$ cat config.mk
export PLATFORM = sky130hd
export DESIGN_NAME = oled_spi_receiver
export DESIGN_NICKNAME = d
export VERILOG_FILES = /design/src/rtl/oled_spi_receiver.sv
export SDC_FILE = /design/constraint.sdc
export NUM_CORES = 1
export LEC_CHECK = 0
export BUFFER_PORTS_ARGS = -buffer_cell sky130_fd_sc_hd__clkbuf_2
export CAP_MARGIN = 40
export CORE_ASPECT_RATIO = 0.8
export CORE_UTILIZATION = 53
export CTS_CLUSTER_SIZE = 25
export DETAILED_ROUTE_END_ITERATION = 8
export GPL_ROUTABILITY_DRIVEN = 0
export PLACE_DENSITY = 0.72
export SLEW_MARGIN = 20
export SYNTH_ARGS = -nofsm -noshare
export SYNTH_HDL_FRONTEND = slang
export SYNTH_SLANG_ARGS = --single-unit
$ cat constraint.sdc
create_clock -name clk -period 4.39 [get_ports clk]
set_input_delay 0.878 -clock clk [delete_from_list [all_inputs] [get_ports clk]]
set_output_delay 0.878 -clock clk [all_outputs]
set_load 0.005 [all_outputs]
$ cat src/rtl/oled_spi_receiver.sv
// Purpose: decode the PmodOLEDrgb 4-wire SPI stream into command bytes and indexed RGB565 pixels.
// Latency: 1 clk from the clk edge that samples the 8th sclk-high to the valid pulse (3 clk with OLED_RX_SYNC_EN).
// Backpressure: none; the link cannot be stalled, so every output is a single-cycle pulse.
// Build option: define OLED_RX_SYNC_EN to put 2-flop synchronizers on cs/sclk/sdin/d_cn (board build).
module oled_spi_receiver #(
  parameter int FRAME_PIXELS = 6144
) (
  input  logic        clk,
  input  logic        reset,
  input  logic        cs,
  input  logic        sclk,
  input  logic        sdin,
  input  logic        d_cn,
  output logic        cmd_valid,
  output logic [7:0]  cmd_byte,
  output logic        pix_valid,
  output logic [12:0] pix_index,
  output logic [15:0] pix_data,
  output logic        frame_done,
  output logic        byte_err
);

  localparam logic [12:0] LAST_IDX = 13'(FRAME_PIXELS - 1);

  typedef enum logic {IDLE, SHIFT} state_t;

  state_t      state, state_nxt;
  logic        cs_s, sclk_s, sdin_s, d_cn_s;
  logic        sclk_d, sclk_rise;
  logic [2:0]  bit_cnt, cnt_nxt;
  logic [6:0]  shreg;
  logic [7:0]  rx_byte;
  logic        byte_done, err_nxt;
  logic        phase_lo;
  logic [7:0]  hi_byte;
  logic [12:0] idx;

`ifdef OLED_RX_SYNC_EN
  logic [1:0] cs_sync, sclk_sync, sdin_sync, dcn_sync;

  // Two-flop synchronizers; idle levels (cs/sclk high) come out of reset.
  always_ff @(posedge clk or posedge reset) begin
    if (reset) begin
      cs_sync   <= 2'b11;
      sclk_sync <= 2'b11;
      sdin_sync <= 2'b00;
      dcn_sync  <= 2'b00;
    end else begin
      cs_sync   <= {cs_sync[0], cs};
      sclk_sync <= {sclk_sync[0], sclk};
      sdin_sync <= {sdin_sync[0], sdin};
      dcn_sync  <= {dcn_sync[0], d_cn};
    end
  end

  assign cs_s   = cs_sync[1];
  assign sclk_s = sclk_sync[1];
  assign sdin_s = sdin_sync[1];
  assign d_cn_s = dcn_sync[1];
`else
  assign cs_s   = cs;
  assign sclk_s = sclk;
  assign sdin_s = sdin;
  assign d_cn_s = d_cn;
`endif

  // Delayed sclk copy for rising-edge detection.
  always_ff @(posedge clk or posedge reset) begin
    if (reset) sclk_d <= 1'b1;
    else       sclk_d <= sclk_s;
  end

  assign sclk_rise = sclk_s & ~sclk_d;

  // FSM state register plus bit counter and shift register.
  always_ff @(posedge clk or posedge reset) begin
    if (reset) begin
      state   <= IDLE;
      bit_cnt <= 3'd0;
      shreg   <= 7'd0;
    end else begin
      state   <= state_nxt;
      bit_cnt <= cnt_nxt;
      if (state == SHIFT && sclk_rise) shreg <= rx_byte[6:0];
    end
  end

  // Next state, byte completion and partial-byte detection. A cs rise in the
  // same cycle as the 8th sclk rise wraps the counter to 0, so no error.
  always_comb begin
    state_nxt = state;
    cnt_nxt   = bit_cnt;
    byte_done = 1'b0;
    err_nxt   = 1'b0;
    rx_byte   = {shreg, sdin_s};
    case (state)
      IDLE: begin
        cnt_nxt = 3'd0;
        if (!cs_s) state_nxt = SHIFT;
      end
      SHIFT: begin
        if (sclk_rise) begin
          cnt_nxt   = bit_cnt + 3'd1;
          byte_done = (bit_cnt == 3'd7);
        end
        if (cs_s) begin
          state_nxt = IDLE;
          err_nxt   = (cnt_nxt != 3'd0);
          cnt_nxt   = 3'd0;
        end
      end
      default: state_nxt = IDLE;
    endcase
  end

  // Byte dispatch: commands resync the pixel phase/index, data pairs form pixels.
  always_ff @(posedge clk or posedge reset) begin
    if (reset) begin
      cmd_valid  <= 1'b0;
      cmd_byte   <= 8'h00;
      pix_valid  <= 1'b0;
      pix_index  <= 13'd0;
      pix_data   <= 16'h0000;
      frame_done <= 1'b0;
      byte_err   <= 1'b0;
      phase_lo   <= 1'b0;
      hi_byte    <= 8'h00;
      idx        <= 13'd0;
    end else begin
      cmd_valid  <= 1'b0;
      pix_valid  <= 1'b0;
      frame_done <= 1'b0;
      byte_err   <= err_nxt;
      if (byte_done) begin
        if (!d_cn_s) begin
          cmd_byte  <= rx_byte;
          cmd_valid <= 1'b1;
          phase_lo  <= 1'b0;
          idx       <= 13'd0;
        end else if (!phase_lo) begin
          hi_byte  <= rx_byte;
          phase_lo <= 1'b1;
        end else begin
          pix_data   <= {hi_byte, rx_byte};
          pix_index  <= idx;
          pix_valid  <= 1'b1;
          phase_lo   <= 1'b0;
          frame_done <= (idx == LAST_IDX);
          idx        <= (idx == LAST_IDX) ? 13'd0 : idx + 13'd1;
        end
      end
    end
  end

endmodule

# After elaboration in Yosys (flattened, before gate mapping)
# Cells that the tools add are included.
dict set report op_classes {
  add_sub_neg 2
  eq_ne 3
  n_mux 22
  bitwise_logic 5
  reduce_logical 6
}
# operator count
set ops {}
lappend ops {{two-way mux 13 bit} 3}
lappend ops {{two-way mux 1 bit} 15}
lappend ops {{adder 13 x 1 -> 13 bit (second input constant)} 1}
lappend ops {{== test 13 bit (second input constant)} 1}
lappend ops {{two-way mux 3 bit} 3}
lappend ops {{one-hot mux 3 bit (2 select lines)} 1}
lappend ops {{AND reduction 3 bit} 2}
lappend ops {{inverter 1 bit} 4}
lappend ops {{AND reduction 2 bit} 2}
lappend ops {{adder 3 x 1 -> 3 bit (second input constant)} 1}
lappend ops {{== test 3 bit (second input constant)} 1}
lappend ops {{nonzero test 3 bit} 1}
lappend ops {{!= test 2 x 1 -> 1 bit (second input constant)} 1}
lappend ops {{bitwise AND 1 bit} 1}
lappend ops {{logical AND 1 bit} 1}
dict set report totals {
  regBits 75
  in_bits 6
  word_cells 52
}

# Longest topological paths before layout
dict set report logic_depth {
  depth_word 7
  depth_mapped 7
  ltp_nobuf 6
}

# Worst setup path after synthesis
# OpenSTA, ideal clock, no wires.
dict set report synth_timing {
  path_kind {in2reg}
  startpoint {input sclk}
  endpoint {register pix_data[10]}
  arrival_time_ns 1.875
  slack_ns 2.391
  stages 4
  path_buffers 1
  path_cell_list {nand4b_2 -> nor2_2 -> buf_2 -> mux2_2}
}
dict set report synth_between {
  elab_chain_cells 4
}
# element line_no
set synth_lines {}
lappend synth_lines {{start: declaration} 11} ;# input logic sclk,
lappend synth_lines {{bitwise AND 1 bit} 73} ;# assign sclk_rise = sclk_s & ~sclk_d;
lappend synth_lines {{two-way mux 1 bit} 102} ;# if (sclk_rise) begin
lappend synth_lines {{two-way mux 1 bit} 96} ;# case (state)
lappend synth_lines {{AND reduction 3 bit (no line)} n/a}
lappend synth_lines {{end signal: assignment} 144} ;# pix_data <= {hi_byte, rx_byte};
lappend synth_lines {{end: declaration} 18} ;# output logic [15:0] pix_data,
# Every way passes these cells.
# A chain may end at the register's enable or synchronous reset.

# Worst setup path in the final report
dict set report layout_timing {
  startpoint {register bit_cnt[0]}
  endpoint {register idx[7]}
}
dict set report layout_between {
  elab_chain_cells 4
}
# element line_no
set layout_lines {}
lappend layout_lines {{start: declaration} 30} ;# logic [2:0] bit_cnt, cnt_nxt;
lappend layout_lines {{start signal: assignment} 83} ;# bit_cnt <= cnt_nxt;
lappend layout_lines {{== test 3 bit} 104} ;# byte_done = (bit_cnt == 3'd7);
lappend layout_lines {{two-way mux 1 bit} 102}
lappend layout_lines {{two-way mux 1 bit} 96}
lappend layout_lines {{AND reduction 2 bit (no line)} n/a}
lappend layout_lines {{end signal: assignment} 149} ;# idx <= (idx == LAST_IDX) ? 13'd0 : idx + 13'd1;
lappend layout_lines {{end: declaration} 36} ;# logic [12:0] idx;
# Every way passes these cells.

==> flow_metrics.py <==
metrics = {
    "routing": {
        "wire_per_inst_um": 15.3,
        "post_drt_via_cell_ratio": 5.47,
        "ant_nets": 0,
        "wirelength_um": 5470,
        "drtIter0Drc": 111,
        "num_vias": 1954,
        "drc": 0,
        "met2_wirelength_um": 2530,
        "first_pass_iters": 4,
        "routed.top_layer": "met4",
        "wl_met3_um": 261,
        "drt-met1-wl_um": 2600,
    },
    "power_and_ir_drop": {
        "powerDensity_nw_per_um2": 370,
        "peakVddDrop_uv": 264,
        "p_leak_nw": 1.83,
        "power_mw": 1.31,
    },
    "floorplanning": {
        "start_util_pct": 55.5,
        "coreArea_um2": 5500,
        "row_count": 24,
        "die-area_um2": 6060,
        "dieHeight_um": 69.8,
        "die-width_um": 86.8,
        "io_pins": 47,
    },
    "hold_path": {
        "hp-class": "input port to asynchronous set/reset pin",
    },
    "worst_setup_path": {
        "slowest_stage": "nor2_4",
        "crit_arrival_ns": 2.85,
        "cp_slowest_stage_delay_ns": 0.65,
        "critPathKind": "flop to flop",
        "path_cells": "ha_1 -> ha_1 -> nand4b_2 -> nor2_4 -> buf_4 -> or3b_1 -> nand3_1",
        "crit_top_cell": "ha_1",
        "cp_max_fo": 24,
        "timing.rr.start": "bit_cnt[0]",
        "start_kind": "flop",
        "end_kind": "flop",
        "required_ns": 4.67,
        "crit_start": "bit_cnt[0]",
    },
    "grt": {
        "grt_use_total_pct": 20.8,
        "grt_overflow": 0,
        "grt_pass1_wl_um": 9250,
        "grt_max_degree": 34,
        "grt_pass1_vias": 1872,
        "antenna_found_initial": 0,
    },
    "sta": {
        "slew_headroom_pct": 53.6,
        "fin_ws_ns": 1.83,
        "slew_violations": 0,
        "hold_viol": 0,
        "rsz0062_at_grt": "false",
        "period_needed_ns": 2.56,
        "period_share_pct": 58.4,
        "tightest_slew_ns": 0.694,
        "tns_ns": 0,
        "setup_viol": 0,
        "max_freq_ghz": 0.390,
        "finClkSkew_ns": 0.00527,
    },
    "yosys": {
        "avgSynthCellArea_um2": 13.7,
        "synth_seq_area_share_pct": 61.6,
        "synth-seq-cells": 75,
        "ys_warn_count": 0,
        "syn_nets": 232,
        "netlist_area_um2": 3050,
        "syn_inst": 223,
        "yosysUniqueCellTypes": 36,
    },
    "placement": {
        "hpwl_um": 3790,
        "preCtsSetupSlack_ns": 1.59,
        "dp.cells": 341,
        "io_buffers": 46,
    },
    "clock_network": {
        "cts_tree": "built",
        "numCtsBuffers": 9,
        "post_cts_buffers": 0,
        "clk_latency_ns": 0.34,
        "cts-root-buf": "clkbuf_8",
        "postCtsHoldBufs": 0,
        "clkTransAtPathRegs_ns": 0.07,
        "htreeDepth": 3,
        "cts_buffer_depth": 2,
        "postCtsResizedCells": 0,
        "cts.sinks": 75,
    },
    "run_status": {
        "status": "completed",
    },
    "final_layout": {
        "num-nets-final": 283,
        "stdcell_count": 357,
        "num_antenna_cells": 0,
        "nFillCells": 429,
        "drive_gt1_share_pct": 43.4,
        "syn_to_final_growth_pct": 16.6,
    },
    "run": {
        "maxCapViolCount": 0,
    },
}
==> Yosys cell counts <==
cell type  count  area, um2
a21oi_1        2       10.0
nand4_2        1       12.5
nor2_2         3       18.8
buf_4          1       7.51
dfstp_2        1       26.3
nand3_1       10       50.1
nor2_1         5       18.8
a21o_1         1       7.51
inv_1          6       22.5
o21ai_1        1       5.00
buf_2          4       20.0
nand4b_2       1       15.0
a32o_1         1       10.0
ha_1           3       37.5
a211oi_1       1       7.51
nor2b_1        2       12.5
clkbuf_1       3       11.3
or4b_1         1       10.0
xnor2_1        1       8.76
buf_6          1       11.3
nand3_2        1       10.0
nand4_1        4       25.0
mux2i_1        3       30.0
nand2_1       11       41.3
xor2_1         2       17.5
mux2_2        52        586
nand2b_1       2       12.5
nor3_1         2       10.0
and4_1         2       17.5
or3b_1         1       8.76
a31oi_1        4       25.0
and3_1         3       18.8
o21ai_0        8       40.0
nor4_1         1       6.26
dfrtp_1       74       1850
o22ai_1        4       25.0
==> final timing paths <==
path	cells after the start	endpoint	slack, ns
setup / recovery	7	idx[7]	1.83
hold / removal	2	pix_index[7]	0.45
setup reg to reg	7	idx[7]	1.83
hold reg to reg	1	hi_byte[4]	0.50
max in group asynchronous	4	sclk_d	2.97
min in group clk	1	hi_byte[4]	0.50
==> metal layers <==
layer / track usage, % / vias up
met4: 7.41 / 0
met2: 29.8 / 39
met5: 0 / -
met1: 28.7 / 992
li1: - / 915
met3: 8.21 / 8
==> where the power goes <==
part           internal [mW]  leakage (nW)  total, mW  switching [mW]
combinational         0.0275         0.725     0.0525          0.0250
clock                  0.278        0.0947      0.511           0.233
sequential             0.719          1.01      0.751          0.0320
total                   1.02          1.83       1.31           0.290
==> worst max-delay path, delay by kind of cell (launching register included) <==
kind | cells | cell delay [ns]
buffers and inverters | 1 | 0.36
flip-flops | 1 | 0.40
AND/OR/NAND/NOR | 4 | 1.38
adder cells (fa/ha/maj) | 2 | 0.34
==> registers in the layout, indices dropped and copies added, names as in the netlist <==
register,cells
cmd_valid,1
pix_valid,1
cmd_byte,8
bit_cnt,3
state,1
byte_err,1
sclk_d,1
frame_done,1
pix_data,16
phase_lo,1
pix_index,13
hi_byte,8
shreg,7
idx,13
==> cell families after synthesis <==
group	count (synthesis)	share of synthesized area (%)
fa+ha+maj	3	1.23
compound gates	22	4.27
mux	55	20.2
simple gates	50	9.44
xor+xnor	3	0.862
buf+inv	15	2.38
flops	75	61.6
==> through the flow <==
step / utilization [%] / area (um2) / hold slack (ns)
detailed placement: 61.2 / 3370 / 0.493
global route: 64.7 / 3550 / 0.460
CTS: 64.7 / 3550 / 0.452
global placement: 60.9 / 3350 / 0.478
floorplan: - / 3050 / 0.464
finish: 64.7 / 3550 / 0.455
==> final cells by class <==
cell class,count,area [um2],area share (%)
clock buffer,14,153,4.30
clock inverter,2,35.0,0.986
inverter,6,22.5,0.634
multi-input combinational,133,1100,31.0
sequential,75,1880,52.9
tap,78,97.6,2.75
timing repair buffer,49,265,7.46
==> cells in the final DEF (no fill, tap or decap), types with 3 or more instances in the layout <==
cell type,count
mux2i_1,3
clkbuf_1,4
nand4_1,4
ha_1,3
o21ai_0,8
nand3_1,10
nor2_1,5
and3_1,3
dfrtp_1,74
clkbuf_2,46
o22ai_1,4
a31oi_1,4
mux2_2,52
nand2_1,11
clkbuf_8,10
inv_1,5
No activity file was read; power rests on OpenSTA's default activity.
